--- src/rtl/mult_arbiter.sv ---
// Round-robin arbiter that lends one shift-and-add multiplier core to NREQ requesters,
// sequencing the core's start/done handshake with a timeout and pulsing the result back.
module mult_arbiter #(
   parameter int WIDTH   = 8,
   parameter int NREQ    = 2,
   parameter int TIMEOUT = 256,
   parameter int CW      = 9
) (
   input  logic                    clk,
   input  logic                    reset_n,
   input  logic [NREQ-1:0]         req,
   input  logic [NREQ*WIDTH-1:0]   opa,
   input  logic [NREQ*WIDTH-1:0]   opb,
   output logic [NREQ-1:0]         grant,
   output logic [NREQ-1:0]         done_out,
   output logic [NREQ-1:0]         timeout_err,
   output logic [2*WIDTH-1:0]      result_out,
   output logic                    busy,
   output logic [WIDTH-1:0]        mult_a,
   output logic [WIDTH-1:0]        mult_b,
   output logic                    mult_start,
   input  logic                    mult_done,
   input  logic [2*WIDTH-1:0]      mult_result
);

   localparam int IW = (NREQ > 2) ? $clog2(NREQ) : 1;

   localparam logic [1:0] IDLE  = 2'd0;
   localparam logic [1:0] START = 2'd1;
   localparam logic [1:0] BUSY  = 2'd2;
   localparam logic [1:0] DONE  = 2'd3;

   localparam logic [CW-1:0] CNT_LAST = CW'(TIMEOUT - 1);

   logic [1:0]           state_reg;
   logic [NREQ-1:0]      grant_reg;
   logic [NREQ-1:0]      done_reg;
   logic [NREQ-1:0]      terr_reg;
   logic [2*WIDTH-1:0]   result_reg;
   logic [WIDTH-1:0]     a_reg;
   logic [WIDTH-1:0]     b_reg;
   logic                 start_reg;
   logic [IW-1:0]        rr_reg;
   logic [IW-1:0]        owner_reg;
   logic [CW-1:0]        cnt_reg;

   logic [WIDTH-1:0]     opa_arr [NREQ];
   logic [WIDTH-1:0]     opb_arr [NREQ];

   genvar gi;
   generate
      for (gi = 0; gi < NREQ; gi++) begin : g_slice
         assign opa_arr[gi] = opa[gi*WIDTH +: WIDTH];
         assign opb_arr[gi] = opb[gi*WIDTH +: WIDTH];
      end
   endgenerate

   // First requester at or after the rr pointer, wrapping past NREQ-1.
   logic          win_found;
   logic [IW-1:0] win_idx;
   logic [IW:0]   scan_idx;

   always_comb begin
      win_found = 1'b0;
      win_idx   = '0;
      scan_idx  = '0;
      for (int k = 0; k < NREQ; k++) begin
         scan_idx = {1'b0, rr_reg} + (IW+1)'(k);
         if (scan_idx >= (IW+1)'(NREQ)) begin
            scan_idx = scan_idx - (IW+1)'(NREQ);
         end
         if (!win_found && req[scan_idx[IW-1:0]]) begin
            win_found = 1'b1;
            win_idx   = scan_idx[IW-1:0];
         end
      end
   end

   always_ff @(posedge clk) begin
      if (!reset_n) begin
         state_reg  <= IDLE;
         grant_reg  <= '0;
         done_reg   <= '0;
         terr_reg   <= '0;
         result_reg <= '0;
         a_reg      <= '0;
         b_reg      <= '0;
         start_reg  <= 1'b0;
         rr_reg     <= '0;
         owner_reg  <= '0;
         cnt_reg    <= '0;
      end else begin
         start_reg <= 1'b0;
         done_reg  <= '0;
         terr_reg  <= '0;
         case (state_reg)
            IDLE: begin
               if (win_found) begin
                  a_reg     <= opa_arr[win_idx];
                  b_reg     <= opb_arr[win_idx];
                  grant_reg <= NREQ'(1) << win_idx;
                  owner_reg <= win_idx;
                  start_reg <= 1'b1;
                  state_reg <= START;
               end
            end
            START: begin
               cnt_reg   <= '0;
               state_reg <= BUSY;
            end
            BUSY: begin
               cnt_reg <= cnt_reg + 1'b1;
               // A done arriving on the last allowed cycle still counts as success.
               if (mult_done) begin
                  result_reg <= mult_result;
                  done_reg   <= grant_reg;
                  state_reg  <= DONE;
               end else if (cnt_reg == CNT_LAST) begin
                  terr_reg  <= grant_reg;
                  state_reg <= DONE;
               end
            end
            DONE: begin
               rr_reg    <= (owner_reg == IW'(NREQ - 1)) ? '0 : owner_reg + 1'b1;
               grant_reg <= '0;
               state_reg <= IDLE;
            end
            default: state_reg <= IDLE;
         endcase
      end
   end

   assign grant       = grant_reg;
   assign done_out    = done_reg;
   assign timeout_err = terr_reg;
   assign result_out  = result_reg;
   assign busy        = (state_reg != IDLE);
   assign mult_a      = a_reg;
   assign mult_b      = b_reg;
   assign mult_start  = start_reg;

endmodule

--- config.mk ---
export PLATFORM = sky130hd
export DESIGN_NAME = mult_arbiter
export DESIGN_NICKNAME = d
export VERILOG_FILES = /design/src/rtl/mult_arbiter.sv
export SDC_FILE = /design/constraint.sdc
export NUM_CORES = 1
export LEC_CHECK = 0
export ABC_AREA = 1
export BUFFER_PORTS_ARGS = -buffer_cell sky130_fd_sc_hd__buf_2
export CORE_ASPECT_RATIO = 0.6
export CORE_MARGIN = 2
export CORE_UTILIZATION = 50
export DETAILED_ROUTE_END_ITERATION = 7
export PLACE_DENSITY = 0.82
export SLEW_MARGIN = 10
export SYNTH_ARGS = -nofsm -noshare
export SYNTH_HDL_FRONTEND = slang
export SYNTH_SLANG_ARGS = --single-unit
--- constraint.sdc ---
create_clock -name clk -period 2.4 [get_ports clk]
set_input_delay 0 -clock clk [delete_from_list [all_inputs] [get_ports clk]]
set_output_delay 0 -clock clk [all_outputs]
set_load 0.05 [all_outputs]
==> flow_summary.yaml, run 1 <==
placed_design:
  gp_congestion: 0.822
  io_buffer_count: 92
  hpwl_um: 3630
synthesis:
  yosysMostFrequentCell: "nor2_1"
  netlist_top_cells_count: "nor2_1, nand2_1, dfxtp_1, nand3_1, inv_1"
  syn_inst: 328
  syn_area_per_cell_um2: 7.18
  synth_ff_type: "dfxtp_1"
  seq_area_frac_synth_pct: 44.2
  synth_area_leader_cell: "dfxtp_1"
  synth_top_area_share_pct: 44.2
  synth-seq-cells: 52
  synth.area.top_cells: "dfxtp_1, nor2_1, nand3_1, nand2_1, inv_1"
  ys_warn_count: 0
  synthDistinctLibCells: 24
  synth_area_um2: 2350
  syn_nets: 387
  ys_async_sr_fraction_pct: 0
  synth_edf_count: 0
cells_and_area:
  drive_above_1_share_pct: 27.0
  fin_nets: 503
  fillers: 339
  area_delta_synth_final_pct: 37.2
  largest_reg_flops: 16
  num_antenna_cells: 0
  final_core_util_pct: 71.1
critical_path:
  path_max_fanout: 10
  rr_worst_depth: 8
  cp_slowest_stage_delay_ns: 0.46
  criticalPathCategory: "reg2reg"
  cp_top_family: "simple AND/OR/NAND/NOR gates"
  cp.required_ns: 2.64
  r2r_end: "cnt_reg[7]"
  critPathArrivalTime_ns: 1.88
  crit_slowest_cell: "ha_1"
  crit_path_cell_trace: "inv_1, ha_1, nand2_1, nor2_2, nand3_1, nand2_1, nand2_1, nor2_1"
  rr_startpoint: "state_reg[1]"
  cp-end-kind: "flop"
  crit_path_frequent_cell: "nand2_1"
  r2r_slack_ns: 0.76
  crit_buf_inv: 1
  crit_path_start_kind: "flop"
timing:
  rsz0062_at_grt: "no"
  fin_crit_sh_pct: 68.2
  setup-violations-final: 0
  hold_viol_final: 0
  fin_skew_ns: 0.00774
  fin_setup_tns_ns: 0
  min_period_ns: 1.64
  max-slew-margin-rel_pct: 69.1
  timing.fmax_mhz: 611
  drv_slew: 0
  tightestPinTransition_ns: 0.462
route:
  postRouteWirelength_um: 5800
  via_per_inst: 4.79
  firstDrtPassIters: 4
  drc_errors: 0
  drtIter0Drc: 136
  wire_per_inst_um: 11.4
  ant_nets: 0
  num_vias: 2427
clock_tree:
  cts_buffer_depth: 2
  clkTransAtPathRegs_ns: 0.09
  root_buffer: "clkbuf_8"
  tritoncts: "done"
  postCtsHoldBufs: 31
  clock_latency_ns: 0.30
  post_cts_buffers: 0
  tritoncts.num_buffers: 5
  cts_resized: 0
  cts_sinks: 52
  htreeDepth: 2
floorplan:
  io_pins: 93
  die_y_um: 57.1
  core-area_um2: 4540
  die-width_um: 92.6
  rows: 19
  die-area_um2: 5290
  initial_core_util_pct: 51.8
hold_path:
  holdPathStages: 5
  hp-class: "in2reg"
  hold_end: "mult_b[6]"
  min_from: "opb[6]"
flow_run:
  cap_violations: 0
pwr:
  vdd_drop_max_v: 0.000580
  finalPower_uw: 3460
  p_per_area_nw_per_um2: 1070
  leakagePower_uw: 0.00164
global_route:
  antenna_found_initial: 0
  grt-ovfl-total: 0
  grt_max_degree: 34
  grt_pass1_wl_um: 9660
  track_usage_pct: 22.6
  grt_pass1_vias: 2206
outcome:
  status: "complete, no violations"
==> how the worst max path moves through the flow <==
stage                  from           end  slack (ns)  depth (start not counted)
2_1_floorplan    cnt_reg[0]  state_reg[1]        0.99                         11
3_3_place_gp     cnt_reg[0]  state_reg[1]        0.88                         11
3_5_place_dp   state_reg[1]    cnt_reg[7]        0.79                          8
4_1_cts        state_reg[1]    cnt_reg[7]        0.78                          8
5_1_grt        state_reg[1]    cnt_reg[7]        0.59                          8
6_report       state_reg[1]    cnt_reg[7]        0.76                          8
==> stage by stage <==
stage / hold WS [ns] / cells / cell area [um2] / setup WS [ns]
after floorplan: 0.165 / 328 / 2350 / 0.993
after global placement: 0.247 / 469 / 2790 / 0.881
after detailed placement: 0.257 / 469 / 2790 / 0.786
after CTS: 0.00343 / 507 / 3230 / 0.776
after global routing: 0.0268 / 507 / 3230 / 0.585
final: 0.00493 / 507 / 3230 / 0.764
==> cells by family (layout without fill, tap and decap cells) <==
group,after synthesis,in the layout,share of synthesized area (%)
compound gates,33,33,7.82
buf+inv,51,167,10.4
flops,52,52,44.2
simple gates,186,186,34.4
fa+ha+maj,6,6,3.19
==> routing by layer <==
metal	vias to the layer above	wire, um	share of wire [%]	track usage, %
met5	-	0	0	0
li1	1260	-	-	-
met3	6	407	7.0	5.68
met2	80	2600	45	36.9
met1	1081	2770	48	30.5
met4	0	31	0.53	5.54
==> placed cells by master, fill, tap and decap left out, drive strengths merged <==
| cell | n |
|---|---|
| a21oi | 13 |
| a2bb2oi | 1 |
| buf | 92 |
| bufinv | 2 |
| clkbuf | 5 |
| dfxtp | 52 |
| dlygate4sd3 | 31 |
| ha | 6 |
| inv | 37 |
| nand2 | 56 |
| nand3 | 43 |
| nand3b | 1 |
| nand4 | 2 |
| nor2 | 79 |
| nor3 | 5 |
| o21ai | 19 |
==> cell type report <==
cell class              instances  area, um2  share of cell area (%)
repair buffers                123        771                    23.9
well taps                      63       78.8                    2.44
inverters                      37        141                    4.38
flip-flops and latches         52       1040                    32.2
clock buffers                   5       68.8                    2.13
clock inverters                 2       60.1                    1.86
multi-input cells             225       1070                    33.1
==> worst min-delay path, stage by stage <==
cell     delay, ns
buf_2         0.08
nand2_1       0.04
nand3_1       0.06
nand2_1       0.06
inv_1         0.04
==> power breakdown <==
part / leakage [uW] / total (uW) / switching, uW / internal (uW)
Combinational: 0.00115 / 1620 / 1190 / 435
Clock: 0.0000642 / 683 / 273 / 410
Sequential: 0.000425 / 1150 / 108 / 1050
Total: 0.00164 / 3460 / 1570 / 1890
(Power assumes the default switching activity.)
==> run 2, diff against run 1 <==
--- a/config.mk
+++ b/config.mk
@@ -9,9 +9,9 @@
 export BUFFER_PORTS_ARGS = -buffer_cell sky130_fd_sc_hd__buf_2
 export CORE_ASPECT_RATIO = 0.6
 export CORE_MARGIN = 2
-export CORE_UTILIZATION = 50
+export CORE_UTILIZATION = 43
 export DETAILED_ROUTE_END_ITERATION = 7
-export PLACE_DENSITY = 0.82
+export PLACE_DENSITY = 0.75
 export SLEW_MARGIN = 10
 export SYNTH_ARGS = -nofsm -noshare
 export SYNTH_HDL_FRONTEND = slang
==> constraint.sdc (replaced) <==
create_clock -name clk -period 1.5 [get_ports clk]
set_input_delay 0 -clock clk [delete_from_list [all_inputs] [get_ports clk]]
set_output_delay 0 -clock clk [all_outputs]
set_load 0.05 [all_outputs]
==> flow_summary.yaml, run 2 (synthesis gave the netlist of run 1 again) <==
outcome:
  status: "complete, no violations"
clock_tree:
  tritoncts: "done"
  tritoncts.num_buffers: 5
  root_buffer: "clkbuf_8"
  cts_sinks: 52
  clkTransAtPathRegs_ns: 0.09
  clock_latency_ns: 0.30
  htreeDepth: 2
  cts_buffer_depth: 2
pwr:
  leakagePower_uw: 0.00176
  swShare_pct: 45.3
  pwr-share-seq_pct: 31.6
  p_per_area_nw_per_um2: 1680
  pwr-share-clk_pct: 16.1
  p_int_uw: 3170
  vdd_drop_max_v: 0.00111
  finalPower_uw: 5800
  pwr-share-comb_pct: 52.3
  p_sw_uw: 2630
cells_and_area:
  mostFrequentLayoutCells: "buf_2, nor2_1, nand2_1, dfxtp_1, nand3_1"
  num_antenna_cells: 0
  largest_reg_flops: 16
  drive_above_1_share_pct: 32.9
  final_core_util_pct: 67.1
  fin_nets: 523
  layout_commonest_cell: "buf_2"
  area_delta_synth_final_pct: 46.9
  instances_no_fill: 531
  fillers: 426
critical_path:
  criticalPathCategory: "reg2reg"
  critPathArrivalTime_ns: 1.66
  path_max_fanout: 2
  crit_path_start_kind: "flop"
  cp-end-kind: "flop"
  cp.required_ns: 1.69
route:
  drc_errors: 0
  via_per_inst: 4.74
  drtIter0Drc: 115
  ant_nets: 0
  firstDrtPassIters: 5
  postRouteWirelength_um: 6620
  wire_per_inst_um: 12.5
  num_vias: 2519
placed_design:
  io_buffer_count: 92
  hpwl_um: 4360
  dp.cells: 488
  gp_congestion: 0.851
global_route:
  track_usage_pct: 21.3
  grt_max_degree: 21
  antenna_found_initial: 0
  grt_pass1_wl_um: 10300
  grt_pass1_vias: 2304
  grt-ovfl-total: 0
floorplan:
  rows: 20
  io_pins: 93
  initial_core_util_pct: 45.7
  die-width_um: 99.5
  die-area_um2: 6100
  die_y_um: 61.3
  core-area_um2: 5150
timing:
  rsz0062_at_grt: "yes"
  fin_skew_ns: 0.00983
  holdWs_ns: 0.00557
  drv_slew: 0
  tightestPinTransition_ns: 0.421
  fin_crit_sh_pct: 97.8
  max-slew-margin-rel_pct: 71.9
  hold_viol_final: 0
  setup-violations-final: 0
  timing.fmax_mhz: 682
  fin_setup_tns_ns: 0
  min_period_ns: 1.47
flow_run:
  cap_violations: 0
hold_path:
  hp-class: "in2reg"
## run 2: cell types whose count changed in the layout (fill, tap and decap cells not counted), sizes merged
cell         previous run  this run
buf                    92       114
bufinv                  2         1
clkbuf                  5         6
clkinv                  0         1
dlygate4sd3            31        29
## run 2: power groups by stage
stage                     logic (uW)  registers (uW)  clock network (uW)
after detailed placement        2840            1860                   0
after CTS                       2930            1840                 957
after global routing            3280            1870                1020
after floorplan                 1230            2740                   0
final                           3040            1840                 933
after global placement          2810            1850                   0
## run 2: through the flow
step	instance area (um2)	worst slack (ns)
floorplan	2350	0.0935
global placement	2940	0.0113
detailed placement	2940	-0.121
CTS	3400	-0.0239
global route	3460	-0.0506
finish	3460	0.0333
## run 2: final cells by class
cell class	count	area [um2]	area share [%]
clock buffers	6	72.6	2.10
clock inverters	2	35.0	1.01
inverters	37	141	4.09
multi-input cells	225	1140	32.9
flip-flops and latches	52	1050	30.3
well taps	66	82.6	2.39
repair buffers	143	943	27.3
## run 2: path summary, 6_finish.rpt
path / end / start / slack (ns) / cells past startpoint
hold / removal: mult_b[6] / opb[6] / 0.006 / 5
hold reg to reg: rr_reg / owner_reg / 0.45 / 1
setup / recovery: state_reg[1] / cnt_reg[0] / 0.03 / 11
setup reg to reg: state_reg[1] / cnt_reg[0] / 0.03 / 11
## run 2: per-layer routing
layer	vias to the layer above	wire length [um]	track usage, %	part of all wire, %
met2	68	3320	37.5	50
met4	0	104	7.83	1.6
met1	1134	2930	27.0	44
met3	13	262	3.97	4.0
met5	-	0	0	0
li1	1304	-	-	-
## run 2: worst max-delay path, cell delays in order, from the launching register on
cell     delay, ns
dfxtp_2       0.37
ha_4          0.16
nand2_4       0.06
nor2_4        0.11
nand3_2       0.07
nor2_2        0.10
ha_2          0.19
nor2_1        0.05
nand2_1       0.07
nand2_1       0.07
nand2_1       0.06
a21oi_1       0.05
## run 2: what timing repair did
| action | CTS | global route |
|---|---|---|
| buffers inserted | 5 | 1 |
| hold buffers | 29 | 0 |
| gates resized for setup | 9 | 10 |
| pin swaps | 4 | 4 |
| endpoints found under the setup margin | 4 | 26 |
| endpoints found under the hold margin | 29 | 0 |
